--- src/rtl/imm_gen_pipe_if.sv ---
// rtl/imm_gen_pipe_if.sv - handshake bundle between decode, immediate generator and operand mux
//
// Groups the instruction-in and result-out handshakes of imm_gen_pipe.
//   in_valid  / in_ready  / in_instr               : instruction offered by the producer
//   out_valid / out_ready / out_instr / out_imme
//   / out_type                                     : result presented to the consumer
// Modports:
//   slave  - the immediate generator (accepts instructions, drives results)
//   master - the environment around it (offers instructions, consumes results)

interface imm_gen_pipe_if #(
    parameter int XLEN = 32
);
    logic            in_valid;
    logic            in_ready;
    logic [31:0]     in_instr;
    logic            out_valid;
    logic            out_ready;
    logic [31:0]     out_instr;
    logic [XLEN-1:0] out_imme;
    logic [2:0]      out_type;

    modport slave (
        input  in_valid,
        input  in_instr,
        input  out_ready,
        output in_ready,
        output out_valid,
        output out_instr,
        output out_imme,
        output out_type
    );

    modport master (
        output in_valid,
        output in_instr,
        output out_ready,
        input  in_ready,
        input  out_valid,
        input  out_instr,
        input  out_imme,
        input  out_type
    );
endinterface

--- src/rtl/imm_gen_pipe.sv ---
// rtl/imm_gen_pipe.sv - registered immediate generator with two-entry skid buffer and flush
//
// Accepts one 32-bit instruction per cycle, classifies its immediate format,
// and presents the instruction together with its XLEN-wide extended
// immediate one cycle later. An output register plus one skid register keep
// full throughput while in_ready is driven from registered state only.
//
// Ports:
//   clk    - clock, all state changes on the rising edge
//   rst    - synchronous active-high reset (priority over flush)
//   flush  - drop every held entry and any instruction offered this cycle
//   bus    - imm_gen_pipe_if.slave: in_valid/in_ready/in_instr,
//            out_valid/out_ready/out_instr/out_imme/out_type
//
// Format codes on out_type: 0 none, 1 I, 2 U, 3 J, 4 B, 5 S, 6 Z (CSR uimm).
//
// Optional feature macro: IMMGEN_CSR_EN
//   defined   - csrrwi/csrrsi/csrrci (SYSTEM with instr[14]=1) yield type 6
//               with instr[19:15] zero-extended.
//   undefined - every SYSTEM encoding yields type 0, immediate 0.

module imm_gen_pipe #(
    parameter int XLEN = 32
) (
    input  logic          clk,
    input  logic          rst,
    input  logic          flush,
    imm_gen_pipe_if.slave bus
);

    localparam logic [6:0] OP_LOAD   = 7'b0000011;
    localparam logic [6:0] OP_IMM    = 7'b0010011;
    localparam logic [6:0] OP_AUIPC  = 7'b0010111;
    localparam logic [6:0] OP_IMM32  = 7'b0011011;
    localparam logic [6:0] OP_STORE  = 7'b0100011;
    localparam logic [6:0] OP_LUI    = 7'b0110111;
    localparam logic [6:0] OP_BRANCH = 7'b1100011;
    localparam logic [6:0] OP_JALR   = 7'b1100111;
    localparam logic [6:0] OP_JAL    = 7'b1101111;
    localparam logic [6:0] OP_SYSTEM = 7'b1110011;

    localparam logic [2:0] TYPE_NONE = 3'd0;
    localparam logic [2:0] TYPE_I    = 3'd1;
    localparam logic [2:0] TYPE_U    = 3'd2;
    localparam logic [2:0] TYPE_J    = 3'd3;
    localparam logic [2:0] TYPE_B    = 3'd4;
    localparam logic [2:0] TYPE_S    = 3'd5;
`ifdef IMMGEN_CSR_EN
    localparam logic [2:0] TYPE_Z    = 3'd6;
`endif

    localparam bit IS_RV64 = (XLEN == 64);

    // ------------------------------------------------------------------
    // Decode of the instruction currently offered on the input.
    // ------------------------------------------------------------------
    logic [31:0]     in_instr;
    logic [6:0]      opcode;
    logic [2:0]      dec_type;
    logic [31:0]     dec_imm32;
    logic [XLEN-1:0] dec_imme;

    assign in_instr = bus.in_instr;
    assign opcode   = in_instr[6:0];

    // Every format fits in 32 bits with its sign at bit 31 (the CSR uimm is
    // non-negative), so a single signed widening to XLEN covers both the
    // sign-extended formats and the zero-extended CSR immediate.
    always_comb begin
        dec_type  = TYPE_NONE;
        dec_imm32 = '0;
        case (opcode)
            OP_JALR, OP_LOAD, OP_IMM: begin
                dec_type  = TYPE_I;
                dec_imm32 = {{20{in_instr[31]}}, in_instr[31:20]};
            end
            OP_IMM32: begin
                // op-imm-32 only exists on RV64; on RV32 it is an unknown opcode.
                if (IS_RV64) begin
                    dec_type  = TYPE_I;
                    dec_imm32 = {{20{in_instr[31]}}, in_instr[31:20]};
                end
            end
            OP_LUI, OP_AUIPC: begin
                dec_type  = TYPE_U;
                dec_imm32 = {in_instr[31:12], 12'b0};
            end
            OP_JAL: begin
                dec_type  = TYPE_J;
                dec_imm32 = {{12{in_instr[31]}}, in_instr[19:12], in_instr[20],
                             in_instr[30:21], 1'b0};
            end
            OP_BRANCH: begin
                dec_type  = TYPE_B;
                dec_imm32 = {{20{in_instr[31]}}, in_instr[7], in_instr[30:25],
                             in_instr[11:8], 1'b0};
            end
            OP_STORE: begin
                dec_type  = TYPE_S;
                dec_imm32 = {{20{in_instr[31]}}, in_instr[31:25], in_instr[11:7]};
            end
`ifdef IMMGEN_CSR_EN
            OP_SYSTEM: begin
                // Only the immediate CSR forms carry a uimm; ecall/ebreak/mret
                // and the register CSR forms stay type 0.
                if (in_instr[14]) begin
                    dec_type  = TYPE_Z;
                    dec_imm32 = {27'b0, in_instr[19:15]};
                end
            end
`else
            OP_SYSTEM: begin
                dec_type  = TYPE_NONE;
                dec_imm32 = '0;
            end
`endif
            default: begin
                dec_type  = TYPE_NONE;
                dec_imm32 = '0;
            end
        endcase
    end

    assign dec_imme = XLEN'($signed(dec_imm32));

    // ------------------------------------------------------------------
    // Storage: main output register and one skid register.
    // ------------------------------------------------------------------
    logic            out_valid_q,  out_valid_d;
    logic [31:0]     out_instr_q,  out_instr_d;
    logic [XLEN-1:0] out_imme_q,   out_imme_d;
    logic [2:0]      out_type_q,   out_type_d;

    logic            skid_valid_q, skid_valid_d;
    logic [31:0]     skid_instr_q, skid_instr_d;
    logic [XLEN-1:0] skid_imme_q,  skid_imme_d;
    logic [2:0]      skid_type_q,  skid_type_d;

    logic in_ready;
    logic accept;
    logic pop;

    // in_ready comes from the skid flag only, so there is no combinational
    // path from out_ready back to the producer.
    assign in_ready = !skid_valid_q && !rst;
    assign accept   = bus.in_valid && in_ready;
    assign pop      = out_valid_q && bus.out_ready;

    always_comb begin
        out_valid_d  = out_valid_q;
        out_instr_d  = out_instr_q;
        out_imme_d   = out_imme_q;
        out_type_d   = out_type_q;
        skid_valid_d = skid_valid_q;
        skid_instr_d = skid_instr_q;
        skid_imme_d  = skid_imme_q;
        skid_type_d  = skid_type_q;

        if (flush) begin
            // Flush beats accept and pop; held data are left in place but
            // are no longer valid.
            out_valid_d  = 1'b0;
            skid_valid_d = 1'b0;
        end else if (pop && skid_valid_q) begin
            // Skid entry is older than anything new; accept is impossible
            // here because in_ready is low while the skid is full.
            out_valid_d  = 1'b1;
            out_instr_d  = skid_instr_q;
            out_imme_d   = skid_imme_q;
            out_type_d   = skid_type_q;
            skid_valid_d = 1'b0;
        end else if (accept && (!out_valid_q || pop)) begin
            // Output register empty or draining: new entry goes straight out.
            out_valid_d  = 1'b1;
            out_instr_d  = in_instr;
            out_imme_d   = dec_imme;
            out_type_d   = dec_type;
        end else if (accept) begin
            // Output register held by a stalled consumer: park in the skid.
            skid_valid_d = 1'b1;
            skid_instr_d = in_instr;
            skid_imme_d  = dec_imme;
            skid_type_d  = dec_type;
        end else if (pop) begin
            out_valid_d  = 1'b0;
        end
    end

    always_ff @(posedge clk) begin
        if (rst) begin
            out_valid_q  <= 1'b0;
            out_instr_q  <= '0;
            out_imme_q   <= '0;
            out_type_q   <= TYPE_NONE;
            skid_valid_q <= 1'b0;
            skid_instr_q <= '0;
            skid_imme_q  <= '0;
            skid_type_q  <= TYPE_NONE;
        end else begin
            out_valid_q  <= out_valid_d;
            out_instr_q  <= out_instr_d;
            out_imme_q   <= out_imme_d;
            out_type_q   <= out_type_d;
            skid_valid_q <= skid_valid_d;
            skid_instr_q <= skid_instr_d;
            skid_imme_q  <= skid_imme_d;
            skid_type_q  <= skid_type_d;
        end
    end

    assign bus.in_ready  = in_ready;
    assign bus.out_valid = out_valid_q;
    assign bus.out_instr = out_instr_q;
    assign bus.out_imme  = out_imme_q;
    assign bus.out_type  = out_type_q;

endmodule

--- src/flat_wrapper.sv ---
// flat-port wrapper written by rule: the top's interface ports become plain ports
module imm_gen_pipe_flat 
#(
    parameter int XLEN = 32
)
  (clk, rst, flush, bus_in_valid, bus_in_instr, bus_out_ready, bus_in_ready, bus_out_valid, bus_out_instr, bus_out_imme, bus_out_type);
  imm_gen_pipe_if #(.XLEN(XLEN)) bus_i ();
  input  logic clk;
  input  logic rst;
  input  logic flush;
  input wire logic [$bits(bus_i.in_valid)-1:0] bus_in_valid;
  input wire logic [$bits(bus_i.in_instr)-1:0] bus_in_instr;
  input wire logic [$bits(bus_i.out_ready)-1:0] bus_out_ready;
  output wire logic [$bits(bus_i.in_ready)-1:0] bus_in_ready;
  output wire logic [$bits(bus_i.out_valid)-1:0] bus_out_valid;
  output wire logic [$bits(bus_i.out_instr)-1:0] bus_out_instr;
  output wire logic [$bits(bus_i.out_imme)-1:0] bus_out_imme;
  output wire logic [$bits(bus_i.out_type)-1:0] bus_out_type;
  assign bus_i.in_valid = bus_in_valid;
  assign bus_i.in_instr = bus_in_instr;
  assign bus_i.out_ready = bus_out_ready;
  assign bus_in_ready = bus_i.in_ready;
  assign bus_out_valid = bus_i.out_valid;
  assign bus_out_instr = bus_i.out_instr;
  assign bus_out_imme = bus_i.out_imme;
  assign bus_out_type = bus_i.out_type;
  imm_gen_pipe #(.XLEN(XLEN)) u_core (.clk(clk), .rst(rst), .flush(flush), .bus(bus_i));
endmodule
--- config.mk ---
export PLATFORM = sky130hd
export DESIGN_NAME = imm_gen_pipe_flat
export DESIGN_NICKNAME = d
export VERILOG_FILES = /design/src/rtl/imm_gen_pipe_if.sv /design/src/rtl/imm_gen_pipe.sv /design/src/flat_wrapper.sv
export SDC_FILE = /design/constraint.sdc
export NUM_CORES = 1
export LEC_CHECK = 0
export ABC_AREA = 1
export CAP_MARGIN = 30
export CORE_UTILIZATION = 43
export CTS_CLUSTER_DIAMETER = 150
export DETAILED_ROUTE_END_ITERATION = 8
export PLACE_DENSITY = 0.7
export SKIP_CTS_REPAIR_TIMING = 1
export SLEW_MARGIN = 10
export SYNTH_ARGS = -nofsm -noshare
export SYNTH_HDL_FRONTEND = slang
export SYNTH_SLANG_ARGS = --single-unit
--- constraint.sdc ---
create_clock -name clk -period 1.26 [get_ports clk]
set_input_delay 0.189 -clock clk [delete_from_list [all_inputs] [get_ports clk]]
set_output_delay 0.189 -clock clk [all_outputs]
set_load 0.005 [all_outputs]
==> impl_metrics.csv <==
group,metric,value,unit
outcome,status,"complete, but fails checks",
outcome,violations,"negative setup slack",
sta,clock_skew,5.41,ps
pwr,p_leak,5.03,nW
clock_tree,clock-sinks,136,
floorplan,pin_count,106,
clock_tree,clockBufferDepth,2,
sta,rsz0062_at_grt,"true",
critical_path,reg2reg_setup_slack,-260,ps
synthesis,syn_area_per_cell,7.11,sq um
detailed_routing,num_vias,6205,
critical_path,crit_path_cell_trace,"buf_4 -> nand3_4 -> buf_6 -> clkinvlp_4 -> clkbuf_16 -> a21oi_1 -> a21oi_1",
sta,slew_headroom,71.3,%
critical_path,end_kind,"register",
detailed_routing,routed_wirelength,18800,um
grt,track_usage,24.3,%
detailed_routing,ant_nets,0,
clock_tree,cts_max_level,4,
sta,worst_slack,-262,ps
synthesis,seq_area_frac_synth,45.2,%
cells_and_area,fin_area,9300,sq um
floorplan,num_rows,42,
cells_and_area,syn_to_final_growth,54.3,%
synthesis,synthCells,848,
cells_and_area,final_common_cell,"dfxtp_1",
pwr,p_per_area,1160,nW/um^2
cells_and_area,final_nets,1040,
detailed_routing,viasPerCell,5.21,
synthesis,yosysWarnings,0,
critical_path,critPathKind,"register to register",
grt,grt_pass1_wl,27700,um
sta,final_hold_viol_count,0,
grt,grt.overflow.total,0,
cells_and_area,drive_above_1_share,23.9,%
hold_path,min_path_type,"input pin to register",
clock_tree,root_buffer,"clkbuf_16",
critical_path,crit_path_max_incr_delay,350,ps
synthesis,mappedNetlistNets,885,
place,numPortBuffers,105,
sta,fin_crit_sh,121,%
cells_and_area,antenna_cells,0,
clock_tree,numCtsBuffers,17,
detailed_routing,drt_iter0_markers,426,
grt,grt_pass1_vias,5624,
sta,setup_tns,-23200,ps
critical_path,critPathMostFrequentCell,"a21oi_1",
cells_and_area,final_cell_mix,"dfxtp_1, nand2_1, inv_1",
clock_tree,clock_latency,420,ps
cells_and_area,final_cells,1191,
detailed_routing,drc,0,
sta,slew_viol_final,0,
critical_path,crit_arrival,1830,ps
sta,worstMarginPinSlew,430,ps
place,hpwl,11100,um
synthesis,synth.distinct_cells,28,
clock_tree,path_clk_slew,60,ps
place,place_ws,-638,ps
floorplan,fp.coreArea,13500,sq um
critical_path,critPathRequiredTime,1570,ps
place,gp_congestion,0.833,
critical_path,critPathSlowestCell,"dfxtp_4",
floorplan,fp.dieH,120,um
floorplan,die-area,14500,sq um
sta,setup_viol_count_final,137,
detailed_routing,wl_per_cell,15.8,um
sta,max_freq,657,MHz
synthesis,netlist_area,6030,sq um
floorplan,die_w,120,um
grt,grt_start_max_net_pins,78,
floorplan,start_util,44.8,%
place,dp_cells,1140,
place,postPlaceCellArea,7730,sq um
sta,fin_crit,1520,ps
pwr,ir_drop,1110,uV
synthesis,ys_ff_latch,136,
grt,antenna_found_initial,0,
critical_path,cp_max_fo,8,
detailed_routing,dr.pass1.iters,7,
clock_tree,cts_tree,"done",
critical_path,startpoint_type,"register",
job,drv_cap,0,
-- final timing paths --
| check | from | end | cells after the start |
|---|---|---|---|
| setup / recovery | u_core.skid_valid_q$_SDFFE_PP0P_ | u_core.bus.out_imme[8]$_SDFFE_PP0P_ | 7 |
| setup reg to reg | u_core.skid_valid_q$_SDFFE_PP0P_ | u_core.bus.out_imme[8]$_SDFFE_PP0P_ | 7 |
| hold / removal | bus_in_instr[0] | u_core.skid_instr_q[0]$_SDFFE_PP0P_ | 3 |
| hold reg to reg | u_core.skid_instr_q[14]$_SDFFE_PP0P_ | u_core.skid_instr_q[14]$_SDFFE_PP0P_ | 2 |
-- cell type report --
type                       count  area [sq um]
sequential                   136          2750
clock buffer                  22           494
timing repair buffer         193          2270
clock inverter                 9           120
fill                        1072          4150
tap                          176           220
multi-input combinational    548          2990
timing repair inverter         3          43.8
inverter                     104           414
-- Yosys cell counts --
library cell  count  area [sq um]
inv_1            95           357
nor2_2            1          6.26
buf_2            21           105
nor2_4            3          33.8
clkinv_1          2          7.51
nor3_4            1          16.3
buf_4             7          52.6
nor4_1            1          6.26
o211ai_1          1          7.51
inv_2             7          26.3
dfxtp_1         136          2720
o21ai_1          21           105
nand2_1         109           409
buf_6             4          45.0
nand2_4           1          11.3
clkbuf_1         26          97.6
o21ai_2           1          8.76
nor2_1           77           289
nand2_2           6          37.5
buf_1             1          3.75
a21oi_1         125           626
o21ai_0         146           731
o21bai_1          1          7.51
o21a_1            1          7.51
a21oi_2           9          78.8
clkbuf_2          1          5.00
nand3_1          43           215
nand3b_2          1          11.3
-- stage by stage --
step / util (%) / hold WS, ps / power [mW]
after global placement: 57.5 / 431 / 5.58
after global routing: 69.1 / 182 / 11.1
after floorplan: - / 260 / 5.00
final: 69.1 / 177 / 10.7
after detailed placement: 57.5 / 437 / 5.58
after CTS: 62.1 / 342 / 10.7
-- critical path, delay by kind of cell, from the launching register on --
| kind | cells | cell delay [ps] |
|---|---|---|
| and+or+nand+nor | 1 | 80 |
| buffers and inverters | 4 | 740 |
| DFF | 1 | 350 |
| AOI/OAI and AO/OA | 2 | 220 |
-- power by group --
part	internal [mW]	switching, mW	total [mW]
sequential	4.42	0.0658	4.49
clock	3.34	1.83	5.17
combinational	0.536	0.548	1.08
-- sequential cells by signal (all words and copies together) (netlist names) --
| name | count |
|---|---|
| u_core.bus.out_imme | 32 |
| u_core.bus.out_instr | 32 |
| u_core.skid_imme_q | 32 |
| u_core.skid_instr_q | 32 |
| u_core.bus.out_type | 3 |
| u_core.skid_type_q | 3 |
| u_core.bus.out_valid | 1 |
| u_core.skid_valid_q | 1 |
-- cells by family (layout without fill, tap and decap cells) --
group | Yosys count | count (layout) | share of synthesized area [%]
buf+inv | 164 | 331 | 11.6
compound gates | 305 | 305 | 26.1
simple gates | 243 | 243 | 17.2
flops | 136 | 136 | 45.2
-- layer usage --
layer,global-route usage [%],vias to the layer above,share of wire (%)
li1,-,3093,-
met1,31.2,2871,43
met2,39.4,201,48
met3,5.42,40,6.3
met4,10.1,0,2.8
met5,0,-,0
Power figures use the tool's default switching activity.
